[config.mk]
export PLATFORM = sky130hd
export DESIGN_NAME = pc_source_ctrl_flat
export DESIGN_NICKNAME = d
export VERILOG_FILES = /design/src/rtl/pc_source_ctrl_if.sv /design/src/rtl/pc_source_ctrl.sv /design/src/flat_wrapper.sv
export SDC_FILE = /design/constraint.sdc
export NUM_CORES = 1
export LEC_CHECK = 0
export ABC_AREA = 1
export CAP_MARGIN = 10
export CELL_PAD_IN_SITES_DETAIL_PLACEMENT = 1
export CELL_PAD_IN_SITES_GLOBAL_PLACEMENT = 2
export CORE_ASPECT_RATIO = 1.1
export CORE_MARGIN = 1.5
export CORE_UTILIZATION = 20
export CTS_CLUSTER_SIZE = 40
export DETAILED_ROUTE_END_ITERATION = 7
export PLACE_DENSITY = 0.84
export SLEW_MARGIN = 20
export SYNTH_ARGS = -nofsm -noshare
export SYNTH_HDL_FRONTEND = slang
export SYNTH_SLANG_ARGS = --single-unit
[constraint.sdc]
create_clock -name clk -period 1.75 [get_ports clk]
set_input_delay 0.35 -clock clk [delete_from_list [all_inputs] [get_ports clk]]
set_output_delay 0.35 -clock clk [all_outputs]
set_load 0.05 [all_outputs]
[src/rtl/pc_source_ctrl_if.sv]
// Request/control bundle between the main control FSM and the PC-source sequencer.
// The master side raises next-PC requests and exceptions; the slave side drives the PC/EPC controls.
interface pc_source_ctrl_if;
  logic        inc_req;
  logic        branch_req;
  logic        branch_taken;
  logic        jump_req;
  logic        jr_req;
  logic        rte_req;
  logic        exc_opcode;
  logic        exc_ovf;
  logic        exc_div0;
  logic [2:0]  pc_source;
  logic        pc_write;
  logic        epc_write;
  logic        mem_read;
  logic [31:0] exc_addr;
  logic [1:0]  cause;
  logic        busy;

  modport master (
    output inc_req, branch_req, branch_taken, jump_req, jr_req, rte_req,
           exc_opcode, exc_ovf, exc_div0,
    input  pc_source, pc_write, epc_write, mem_read, exc_addr, cause, busy
  );

  modport slave (
    input  inc_req, branch_req, branch_taken, jump_req, jr_req, rte_req,
           exc_opcode, exc_ovf, exc_div0,
    output pc_source, pc_write, epc_write, mem_read, exc_addr, cause, busy
  );
endinterface

[src/rtl/pc_source_ctrl.sv]
// PC-source sequencer: fixed-priority next-PC arbitration in IDLE, plus the
// exception sequence save EPC -> fetch vector byte -> load PC. All outputs registered.
module pc_source_ctrl #(
  parameter int          MEM_LAT    = 2,
  parameter logic [31:0] VEC_OPCODE = 32'd253,
  parameter logic [31:0] VEC_OVF    = 32'd254,
  parameter logic [31:0] VEC_DIV0   = 32'd255
) (
  input logic          clk,
  input logic          reset,
  pc_source_ctrl_if.slave bus
);

  localparam int LAT   = (MEM_LAT < 1) ? 1 : MEM_LAT;
  localparam int CNT_W = (LAT > 1) ? $clog2(LAT) : 1;
  localparam logic [CNT_W-1:0] CNT_LOAD = CNT_W'(LAT - 1);

  localparam logic [2:0] PS_INC    = 3'd0;
  localparam logic [2:0] PS_BRANCH = 3'd1;
  localparam logic [2:0] PS_JUMP   = 3'd2;
  localparam logic [2:0] PS_REG_A  = 3'd3;
  localparam logic [2:0] PS_EPC    = 3'd4;
  localparam logic [2:0] PS_VECTOR = 3'd5;

  typedef enum logic [1:0] {IDLE, EXC_SAVE, EXC_READ, EXC_LOAD} state_t;
  typedef enum logic [1:0] {CAUSE_NONE, CAUSE_OPCODE, CAUSE_OVF, CAUSE_DIV0} cause_t;

  state_t           state_q, state_n;
  cause_t           cause_q, cause_n;
  logic [CNT_W-1:0] cnt_q, cnt_n;
  logic [2:0]       ps_q, ps_n;
  logic             pw_q, pw_n;
  logic             ew_q, ew_n;
  logic             mr_q, mr_n;
  logic [31:0]      addr_q, addr_n;
  logic             busy_q, busy_n;

  function automatic logic [31:0] vec_for(input cause_t c);
    case (c)
      CAUSE_OPCODE: vec_for = VEC_OPCODE;
      CAUSE_OVF:    vec_for = VEC_OVF;
      CAUSE_DIV0:   vec_for = VEC_DIV0;
      default:      vec_for = 32'd0;
    endcase
  endfunction

  always_comb begin
    // NOTE: every signal gets a default first so no path through the case can infer a latch.
    state_n = state_q;
    cause_n = cause_q;
    cnt_n   = cnt_q;
    ps_n    = ps_q;
    pw_n    = 1'b0;
    ew_n    = 1'b0;
    mr_n    = 1'b0;
    addr_n  = 32'd0;
    busy_n  = 1'b0;

    case (state_q)
      IDLE: begin
        if (bus.exc_opcode || bus.exc_ovf || bus.exc_div0) begin
          if (bus.exc_opcode)   cause_n = CAUSE_OPCODE;
          else if (bus.exc_ovf) cause_n = CAUSE_OVF;
          else                  cause_n = CAUSE_DIV0;
          state_n = EXC_SAVE;
          ew_n    = 1'b1;
          busy_n  = 1'b1;
        end else if (bus.rte_req) begin
          pw_n = 1'b1;
          ps_n = PS_EPC;
        end else if (bus.jr_req) begin
          pw_n = 1'b1;
          ps_n = PS_REG_A;
        end else if (bus.jump_req) begin
          pw_n = 1'b1;
          ps_n = PS_JUMP;
        end else if (bus.branch_req) begin
          // An untaken branch still wins arbitration; the inc request is dropped.
          if (bus.branch_taken) begin
            pw_n = 1'b1;
            ps_n = PS_BRANCH;
          end
        end else if (bus.inc_req) begin
          pw_n = 1'b1;
          ps_n = PS_INC;
        end
      end

      EXC_SAVE: begin
        state_n = EXC_READ;
        cnt_n   = CNT_LOAD;
        mr_n    = 1'b1;
        addr_n  = vec_for(cause_q);
        busy_n  = 1'b1;
      end

      EXC_READ: begin
        busy_n = 1'b1;
        if (cnt_q == '0) begin
          state_n = EXC_LOAD;
          pw_n    = 1'b1;
          ps_n    = PS_VECTOR;
        end else begin
          cnt_n  = cnt_q - 1'b1;
          mr_n   = 1'b1;
          addr_n = vec_for(cause_q);
        end
      end

      EXC_LOAD: state_n = IDLE;

      default:  state_n = IDLE;
    endcase
  end

  // NOTE: every register, including the sticky cause, is cleared by the async reset.
  always_ff @(posedge clk or negedge reset) begin
    if (!reset) begin
      state_q <= IDLE;
      cause_q <= CAUSE_NONE;
      cnt_q   <= '0;
      ps_q    <= PS_INC;
      pw_q    <= 1'b0;
      ew_q    <= 1'b0;
      mr_q    <= 1'b0;
      addr_q  <= 32'd0;
      busy_q  <= 1'b0;
    end else begin
      // NOTE: non-blocking assignments so all registers update from pre-edge values.
      state_q <= state_n;
      cause_q <= cause_n;
      cnt_q   <= cnt_n;
      ps_q    <= ps_n;
      pw_q    <= pw_n;
      ew_q    <= ew_n;
      mr_q    <= mr_n;
      addr_q  <= addr_n;
      busy_q  <= busy_n;
    end
  end

  assign bus.pc_source = ps_q;
  assign bus.pc_write  = pw_q;
  assign bus.epc_write = ew_q;
  assign bus.mem_read  = mr_q;
  assign bus.exc_addr  = addr_q;
  assign bus.cause     = logic'(cause_q[1]) ? {1'b1, cause_q[0]} : {1'b0, cause_q[0]};
  assign bus.busy      = busy_q;

endmodule

[src/flat_wrapper.sv]
// flat-port wrapper written by rule: the top's interface ports become plain ports
module pc_source_ctrl_flat 
#(
  parameter int          MEM_LAT    = 2,
  parameter logic [31:0] VEC_OPCODE = 32'd253,
  parameter logic [31:0] VEC_OVF    = 32'd254,
  parameter logic [31:0] VEC_DIV0   = 32'd255
)
  (clk, reset, bus_inc_req, bus_branch_req, bus_branch_taken, bus_jump_req, bus_jr_req, bus_rte_req, bus_exc_opcode, bus_exc_ovf, bus_exc_div0, bus_pc_source, bus_pc_write, bus_epc_write, bus_mem_read, bus_exc_addr, bus_cause, bus_busy);
  pc_source_ctrl_if bus_i ();
  input logic clk;
  input logic reset;
  input wire logic [$bits(bus_i.inc_req)-1:0] bus_inc_req;
  input wire logic [$bits(bus_i.branch_req)-1:0] bus_branch_req;
  input wire logic [$bits(bus_i.branch_taken)-1:0] bus_branch_taken;
  input wire logic [$bits(bus_i.jump_req)-1:0] bus_jump_req;
  input wire logic [$bits(bus_i.jr_req)-1:0] bus_jr_req;
  input wire logic [$bits(bus_i.rte_req)-1:0] bus_rte_req;
  input wire logic [$bits(bus_i.exc_opcode)-1:0] bus_exc_opcode;
  input wire logic [$bits(bus_i.exc_ovf)-1:0] bus_exc_ovf;
  input wire logic [$bits(bus_i.exc_div0)-1:0] bus_exc_div0;
  output wire logic [$bits(bus_i.pc_source)-1:0] bus_pc_source;
  output wire logic [$bits(bus_i.pc_write)-1:0] bus_pc_write;
  output wire logic [$bits(bus_i.epc_write)-1:0] bus_epc_write;
  output wire logic [$bits(bus_i.mem_read)-1:0] bus_mem_read;
  output wire logic [$bits(bus_i.exc_addr)-1:0] bus_exc_addr;
  output wire logic [$bits(bus_i.cause)-1:0] bus_cause;
  output wire logic [$bits(bus_i.busy)-1:0] bus_busy;
  assign bus_i.inc_req = bus_inc_req;
  assign bus_i.branch_req = bus_branch_req;
  assign bus_i.branch_taken = bus_branch_taken;
  assign bus_i.jump_req = bus_jump_req;
  assign bus_i.jr_req = bus_jr_req;
  assign bus_i.rte_req = bus_rte_req;
  assign bus_i.exc_opcode = bus_exc_opcode;
  assign bus_i.exc_ovf = bus_exc_ovf;
  assign bus_i.exc_div0 = bus_exc_div0;
  assign bus_pc_source = bus_i.pc_source;
  assign bus_pc_write = bus_i.pc_write;
  assign bus_epc_write = bus_i.epc_write;
  assign bus_mem_read = bus_i.mem_read;
  assign bus_exc_addr = bus_i.exc_addr;
  assign bus_cause = bus_i.cause;
  assign bus_busy = bus_i.busy;
  pc_source_ctrl #(.MEM_LAT(MEM_LAT), .VEC_OPCODE(VEC_OPCODE), .VEC_OVF(VEC_OVF), .VEC_DIV0(VEC_DIV0)) u_core (.clk(clk), .reset(reset), .bus(bus_i));
endmodule
Word-level counts from Yosys, hierarchy flattened
Index checks and enable logic that the tools add are counted.

storage, ports and cells
  register bits after elaboration = 44
  input port bits = 11
  output and inout port bits = 41

operators by class
  add/sub/neg operators = 1
  equal/unequal tests = 11
  multiplexer cells = 34
  reductions and logical operators = 9

operator list
  operator                                             number
  case mux 32 bit (2 select lines)                     1
  2-to-1 mux 32 bit                                    1
  2-to-1 mux 3 bit                                     8
  case mux 8 bit (3 select lines)                      1
  2-to-1 mux 1 bit                                     13
  != test 6 bit, second input constant                 2
  equality test 2 bit, second input constant           4
  2-to-1 mux 2 bit                                     4
  case mux 1 bit (2 select lines)                      4
  case mux 2 bit (4 select lines)                      1
  case mux 3 bit (2 select lines)                      1
  AND reduction 5 bit                                  1
  equality test 2 x 1 -> 1 bit, second input constant  2
  != test 2 bit, second input constant                 2
  AND reduction 2 bit                                  2
  nonzero test 2 bit                                   2
  zero test 2 bit                                      1
  logical OR 1 bit                                     2
  != test 2 x 1 -> 1 bit, second input constant        1
  OR reduction 2 bit                                   1
  subtractor 1 bit, second input constant              1

Depth between registers and ports, before layout
Gate-level depths: netlist of the first run.

  word-level depth = 7
  gate-level depth with buffers = 8
  mapped depth without buffers = 8

Least setup slack after synthesis of the first run
No wires, ideal clock.

  path type = flip-flop to output port
  start = register, netlist name u_core.bus.exc_addr[6]
  end = output bus_exc_addr[3]
  arrival time = 0.959 ns
  required time = 1.400 ns
  path slack = 0.441 ns
  stages on the path, launching flop included = 2
  buffers on the path = 1
  cell sequence = dfrtp_1 buf_4

RTL lines
  item       RTL line            source
  to (decl)  flat_wrapper.sv:26  output wire logic [$bits(bus_i.exc_addr)-1:0] bus_exc_addr;

Worst setup path after layout of the first run
  start = register u_core.state_q[0]
  end = register u_core.ps_q[0] (netlist: u_core.bus.pc_source[0])

between the ends
  longest elaborated chain between the ends = 3

RTL lines
  item                                                    RTL line               source
  from (decl)                                             pc_source_ctrl.sv:28   state_t state_q, state_n;
  from (signal assigned)                                  pc_source_ctrl.sv:130  state_q <= state_n;
  zero test 2 bit or equality test 2 bit (tied branches)  pc_source_ctrl.sv:59   case (state_q)
  != test 6 bit (no source line) (tied with other cells)  -
  AND reduction 5 bit (no source line)                    -
  to (signal assigned)                                    pc_source_ctrl.sv:133  ps_q <= ps_n;
  to (decl)                                               pc_source_ctrl.sv:31   logic [2:0] ps_q, ps_n;

Parallel ways exist; a longest one is shown, timed or not.
A chain may end at the register's enable or synchronous reset.

==> results of run 1 <==
==> synthesized netlist by cell type, drive strengths merged <==
library cell  number
nand2             28
inv               14
buf               29
o21bai             1
dfrtp             15
nor2              11
o21ai              5
ha                 4
a21oi              5
nand3              3
conb               1
==> cell type report <==
cell class / count / area (um2) / share of cell area (%)
multi-input combinational: 81 / 378 / 32.8
sequential: 15 / 375 / 32.5
timing repair buffer: 28 / 235 / 20.4
tap: 54 / 67.6 / 5.86
inverter: 14 / 52.6 / 4.56
clock buffer: 4 / 45.0 / 3.90
==> per-layer routing <==
layer  share of wire [%]  vias to the layer above
met2                  56                       28
met5                   0                        -
met3                 8.1                        2
li1                    -                      348
met1                  35                      330
met4                0.46                        0
==> stage by stage <==
stage          hold slack [ns]  util [%]  setup slack (ns)  cell area, um2
5_1_grt                  0.446      26.2            0.0901            1150
6_report                 0.428      26.2             0.306            1150
2_1_floorplan           0.0544         -             0.441            1020
3_3_place_gp             0.461      25.1             0.238            1110
3_5_place_dp             0.471      25.1             0.211            1110
4_1_cts                  0.425      26.2             0.254            1150
==> path summary, 6_finish.rpt <==
kind | endpoint | slack [ns] | cells past startpoint
worst max-delay path | u_core.bus.pc_source[0] | 0.31 | 8
worst min-delay path | u_core.bus.pc_source[1] | 0.43 | 2
worst max register to register | u_core.bus.pc_source[0] | 0.31 | 8
worst min register to register | u_core.bus.pc_source[1] | 0.48 | 2
max in group asynchronous | u_core.cause_q[1] | 1.15 | 2
min in group clk | u_core.bus.pc_source[1] | 0.48 | 2
==> where the power goes <==
| part | leakage (nW) | internal [W] | switching (W) |
|---|---|---|---|
| logic | 0.432 | 0.000395 | 0.00104 |
| clock network | 0.0228 | 0.000161 | 0.000114 |
| registers | 0.188 | 0.000512 | 0.0000872 |
| total | 0.643 | 0.00107 | 0.00124 |
==> registers in the layout, summed over array words and instances, names as in the netlist, 2 cells and up <==
name,count
u_core.bus.exc_addr,3
u_core.bus.pc_source,3
u_core.cause_q,2
u_core.state_q,2
==> cell usage in the layout, fill, tap and decap left out <==
cell type	synthesis	routed
nand2_1	26	26
conb_1	1	24
buf_4	29	18
dfrtp_1	15	15
inv_1	13	13
clkdlybuf4s50_1	0	10
nor2_1	9	9
a21oi_1	4	4
o21ai_0	4	4
ha_1	4	4
nand3_1	3	3
clkbuf_8	0	3
nand2_2	2	2
o21bai_1	1	1
inv_2	1	1
nor2_4	1	1
o21ai_1	1	1
a21oi_2	1	1
nor2_2	1	1
clkbuf_1	0	1
==> worst register-to-register path: cells and delay by family, from the launching register on <==
family / cells / cell delay (ns)
flip-flops: 1 / 0.38
AO/OA/AOI/OAI: 2 / 0.29
buffers and inverters: 1 / 0.09
AND/OR/NAND/NOR: 4 / 0.34
adder cells (fa/ha/maj): 1 / 0.26
==> logic make-up after synthesis <==
| family | after synthesis |
|---|---|
| simple gates | 42 |
| other cells | 1 |
| buf+inv | 43 |
| compound gates | 11 |
| fa+ha+maj | 4 |
| flops | 15 |
==> reports/qor.txt, run 1 <==
setup bufs post-CTS -> 0
Area growth, synth to finish -> 23.1%
flops & latches, synth -> 15
Critical Path RT -> 1.88 ns
Max Buffers Root-to-Sink -> 2
Worst path slowest cell -> dfrtp_1
Simple-Gate Fraction of Synth Area -> 18.8%
Yosys top cell area share -> 40.1%
clk root buf -> clkbuf_8
DRT Wirelength -> 1730 um
reg2reg start -> u_core.state_q[0]
Layout Nets -> 158
Synth Area in XOR/XNOR -> 0%
delay-heaviest family, CP -> flip-flops
critical path capture point type -> register
main combinational cell family by area after synthesis -> buffers and inverters
Post-Syn Instances -> 116
core box area -> 4410 um2
final std cells w/o fill -> 196
Post-CTS Hold Buffers -> 0
area leader, netlist -> dfrtp_1
number of CTS-inserted buffers -> 3
GRT met2 Usage -> 15.7%
Crit Path Class -> reg -> reg
Tcrit/Tclk final -> 82.5%
Placed Cells -> 192
Clock Pin Slew Worst Setup and Hold Paths -> 0.06 ns
final worst path period need -> 1.44 ns
CP Buf/Inv Count -> 1
met1 global-route usage -> 6.06%
row count -> 25
global-route wire length before repair -> 2820 um
Hold Path Class -> in -> async
CTS resizes -> 0
most frequent CP cell -> nand2_1
largest net degree at the start of global routing -> 16
number of I/O port buffers -> 27
sequential element share of the synthesized area -> 40.1%
Clock Sinks -> 15
power density cells -> 2000 nW/um2
Pins Over Slew Limit -> 0
Compound-Gate Fraction of Synth Area -> 6.54%
skew final -> 0.000930 ns
H-tree Lvls -> 1
CP arrival -> 1.58 ns
setup tns final -> 0 ns
yosys warns -> 0
Mapped Area -> 937 um2
post-DR vias/cell -> 3.61
IO Pins -> 52
status -> completed
synthesized area per cell -> 8.08 um2
CP peak stage delay -> 0.38 ns
GRT busiest layer -> met2
CP cell instances -> inv_1 > ha_1 > nand2_1 > o21ai_1 > a21oi_2 > nand2_2 > nand2_1 > nand2_1
crit path from -> u_core.state_q[0]
final setup fails -> 0
post-synthesis cell type count -> 17
First DRT Iteration DRCs -> 28
# diodes -> 0
max-cap violation count -> 0
met3 Use GR -> 2.24%
grt ovf -> 0
Clock Latency Late Sink -> 0.24 ns
Final Power -> 0.00231 W
DPL Wire Length -> 1470 um
Synth area leaders -> dfrtp_1 40%, buf_4 23%, nand2_1 10%
die area -> 5110 um2
gpl congestion -> 0.737
Max IR drop VDD -> 0.378 mV
all-layer global routing usage -> 7.39%
CTS tree -> yes
Die Wd -> 68.3 um
vias in the first global route -> 719
wire length per cell -> 8.84 um
mux share of post-synthesis cell area -> 0%
Leakage -> 0.643 nW
Hold Fails Final Rpt -> 0
fillers -> 543
fmax -> 0.692 GHz
share of cells above drive strength 1 -> 19.0%
Vias -> 708
DRC -> 0
Synth Area in Adders -> 5.34%
initial antenna violation count -> 0
Post-DRT Antenna Nets -> 0
Die H -> 74.8 um
startpoint types -> register
Initial Utilization -> 21.2%
RSZ-0062 raised after global routing -> no
drt first pass iters -> 4
CP max FO -> 5
Power figures use the tool's default switching activity.
==> inputs of run 2 (changes only) <==
--- a/config.mk
+++ b/config.mk
@@ -11,10 +11,10 @@
 export CELL_PAD_IN_SITES_GLOBAL_PLACEMENT = 2
 export CORE_ASPECT_RATIO = 1.1
 export CORE_MARGIN = 1.5
-export CORE_UTILIZATION = 20
+export CORE_UTILIZATION = 18
 export CTS_CLUSTER_SIZE = 40
 export DETAILED_ROUTE_END_ITERATION = 7
-export PLACE_DENSITY = 0.84
+export PLACE_DENSITY = 0.8
 export SLEW_MARGIN = 20
 export SYNTH_ARGS = -nofsm -noshare
 export SYNTH_HDL_FRONTEND = slang
==> constraint.sdc (replaced) <==
create_clock -name clk -period 1.2 [get_ports clk]
set_input_delay 0.24 -clock clk [delete_from_list [all_inputs] [get_ports clk]]
set_output_delay 0.24 -clock clk [all_outputs]
set_load 0.05 [all_outputs]
==> run 2 against run 1 <==
Count of clock-buffer cells in the layout decreased by 1. Die area increased by 11%. Critical endpoint is now u_core.bus.pc_source[1]. Power increased by 98%. Highest routed layer is now met3. Wire length increased by 9.3%. The run now ends with DRC, setup timing left. Register-to-register slack got worse by 0.40 ns. Via count increased by 6.4%. Largest cell class is now buffers. Largest power group unchanged.
==> reports/qor.txt, run 2 (same netlist as run 1, synthesis figures left out) <==
reg2reg start -> u_core.state_q[1]
Max Buffers Root-to-Sink -> 2 (unchanged)
Pins Over Slew Limit -> 0 (unchanged)
largest net degree at the start of global routing -> 16 (unchanged)
row count -> 27 (+8.0%)
crit path from -> u_core.state_q[1]
CP cell instances -> inv_2 > ha_4 > o21ai_2 > a21oi_2 > nand2_2 > nand2_1 > nand2_1
final setup fails -> 7 (+7)
drt first pass iters -> 8 (+4)
post-DR vias/cell -> 3.52 (-2.6%)
fmax -> 0.775 GHz (+12%)
Max IR drop VDD -> 0.740 mV (+95%)
startpoint types -> register
Clock Sinks -> 15 (unchanged)
all-layer global routing usage -> 6.67% (-0.72 points)
First DRT Iteration DRCs -> 41 (+46%)
Die H -> 78.7 um (+5.2%)
Die Wd -> 71.8 um (+5.2%)
share of cells above drive strength 1 -> 36.5% (+18 points)
Tcrit/Tclk final -> 108% (+25 points)
vias in the first global route -> 688 (-4.3%)
Layout Nets -> 172 (+8.9%)
CP Buf/Inv Count -> 1 (unchanged)
setup slack after layout -> -0.0910 ns (-0.397 ns)
CP peak stage delay -> 0.45 ns (+0.07 ns)
global-route wire length before repair -> 2970 um (+5.4%)
max-cap violation count -> 0 (unchanged)
clk root buf -> clkbuf_8
delay-heaviest family, CP -> flip-flops
grt ovf -> 0 (unchanged)
R2R Path End -> u_core.bus.pc_source[1]
final worst path period need -> 1.29 ns (-0.153 ns)
Clock Latency Late Sink -> 0.24 ns (about the same)
skew final -> 0.00637 ns (+0.00544 ns)
critical path capture point type -> register
number of CTS-inserted buffers -> 3 (unchanged)
R2R depth -> 7 (-1)
gpl congestion -> 0.692 (-6.1%)
CP max FO -> 5 (unchanged)
sequential cell area -> 378 um2 (+0.67%)
die area -> 5650 um2 (+11%)
Pint -> 0.00245 W (+130%)
number of I/O port buffers -> 27 (unchanged)
Critical Path RT -> 1.33 ns (-0.55 ns)
DRC -> 1 (+1)
flop2flop setup slack -> -0.09 ns (-0.40 ns)
Area growth, synth to finish -> 66.0%
Reg power frac -> 21.5% (-4.4 points)
initial antenna violation count -> 0 (unchanged)
Logic pwr share -> 69.8% (+7.6 points)
H-tree Lvls -> 1 (unchanged)
Hold Fails Final Rpt -> 0 (unchanged)
Critical Path Sink -> u_core.bus.pc_source[1]
reported net switching power -> 0.00214 W (+72%)
Placed Cells -> 205 (+6.8%)
wire length per cell -> 8.86 um (+0.15%)
fillers -> 575 (+5.9%)
final std cells w/o fill -> 214 (+9.2%)
Leakage -> 0.777 nW (+21%)
core box area -> 5000 um2 (+13%)
Hold Path Class -> in -> async
failing checks -> DRC, setup timing
DPL Wire Length -> 1550 um (+5.3%)
status -> complete, but fails checks
RSZ-0062 raised after global routing -> yes
CP arrival -> 1.42 ns (-0.16 ns)
Sw Ratio -> 46.6% (-7.2 points)
Post-DRT Antenna Nets -> 0 (unchanged)
commonest non-fill, non-tap cell in the layout -> conb_1
# diodes -> 0 (unchanged)
clock share of power -> 8.7% (-3.2 points)
power density cells -> 2950 nW/um2 (+47%)
Final Power -> 0.00458 W (+98%)
Initial Utilization -> 18.7% (-2.5 points)
Crit path depth -> 7 (-1)
Vias -> 753 (+6.4%)
DRT Wirelength -> 1900 um (+9.3%)
footprint of the multi-input gates -> 440 um2 (+17%)
Worst path slowest cell -> dfrtp_2
CTS tree -> yes
IO Pins -> 52 (unchanged)
Post-CTS Hold Buffers -> 0 (unchanged)
most frequent CP cell -> nand2_1
commonest non-fill, non-tap cells in the layout -> 24 x conb_1, 23 x nand2_1, 18 x buf_12
Crit Path Class -> reg -> reg
Clock Pin Slew Worst Setup and Hold Paths -> 0.07 ns (about the same)
## run 2: per-stage QoR
step	worst slack (ns)	hold WS, ns	setup TNS (ns)	util (%)	cell area, um2
6_report	-0.0910	0.318	-0.422	31.1	1560
5_1_grt	-0.211	0.343	-1.19	31.1	1560
4_1_cts	-0.102	0.325	-0.300	30.3	1520
3_5_place_dp	-0.241	0.521	-1.74	28.5	1430
3_3_place_gp	-0.221	0.513	-1.38	28.5	1430
2_1_floorplan	0.000679	-0.0556	0	-	1050
## run 2: worst min path at each step
| stage | from | endpoint | cells after the start |
|---|---|---|---|
| finish | reset | u_core.state_q[0] | 2 |
| global route | reset | u_core.state_q[0] | 2 |
| CTS | reset | u_core.state_q[0] | 2 |
| detailed placement | u_core.cnt_q | u_core.cnt_q | 2 |
| global placement | u_core.cnt_q | u_core.cnt_q | 2 |
| floorplan | reset | u_core.bus.busy | 0 |
## run 2: per-layer routing
layer	wire [um]	global-route usage [%]	part of all wire, %
met1	678	7.06	36
met2	1100	12.7	58
met3	120	2.31	6.3
met4	0	1.13	0
met5	0	0	0
## run 2: repair_timing
action / 4_1_cts / 5_1_grt
resized for setup: 4 / 9
endpoints found under the setup margin: 13 / 19
setup buffers: 3 / 2
pin swaps: 3 / 5
## run 2: power by group through the flow
stage,Sequential [W],Clock [W],Combinational [W]
final,0.000984,0.000400,0.00320
after global placement,0.00101,0,0.00293
after detailed placement,0.00102,0,0.00295
after global routing,0.00102,0.000449,0.00343
after CTS,0.000982,0.000419,0.00310
after floorplan,0.00149,0,0.00118
## run 2: cell type report
cell class,instances,area share (%)
Timing Repair Buffer,42,36.4
Multi-Input combinational cell,81,28.3
Sequential cell,15,24.3
Tap cell,58,4.67
Inverter,14,3.38
Clock buffer,3,2.65
Clock inverter,1,0.322
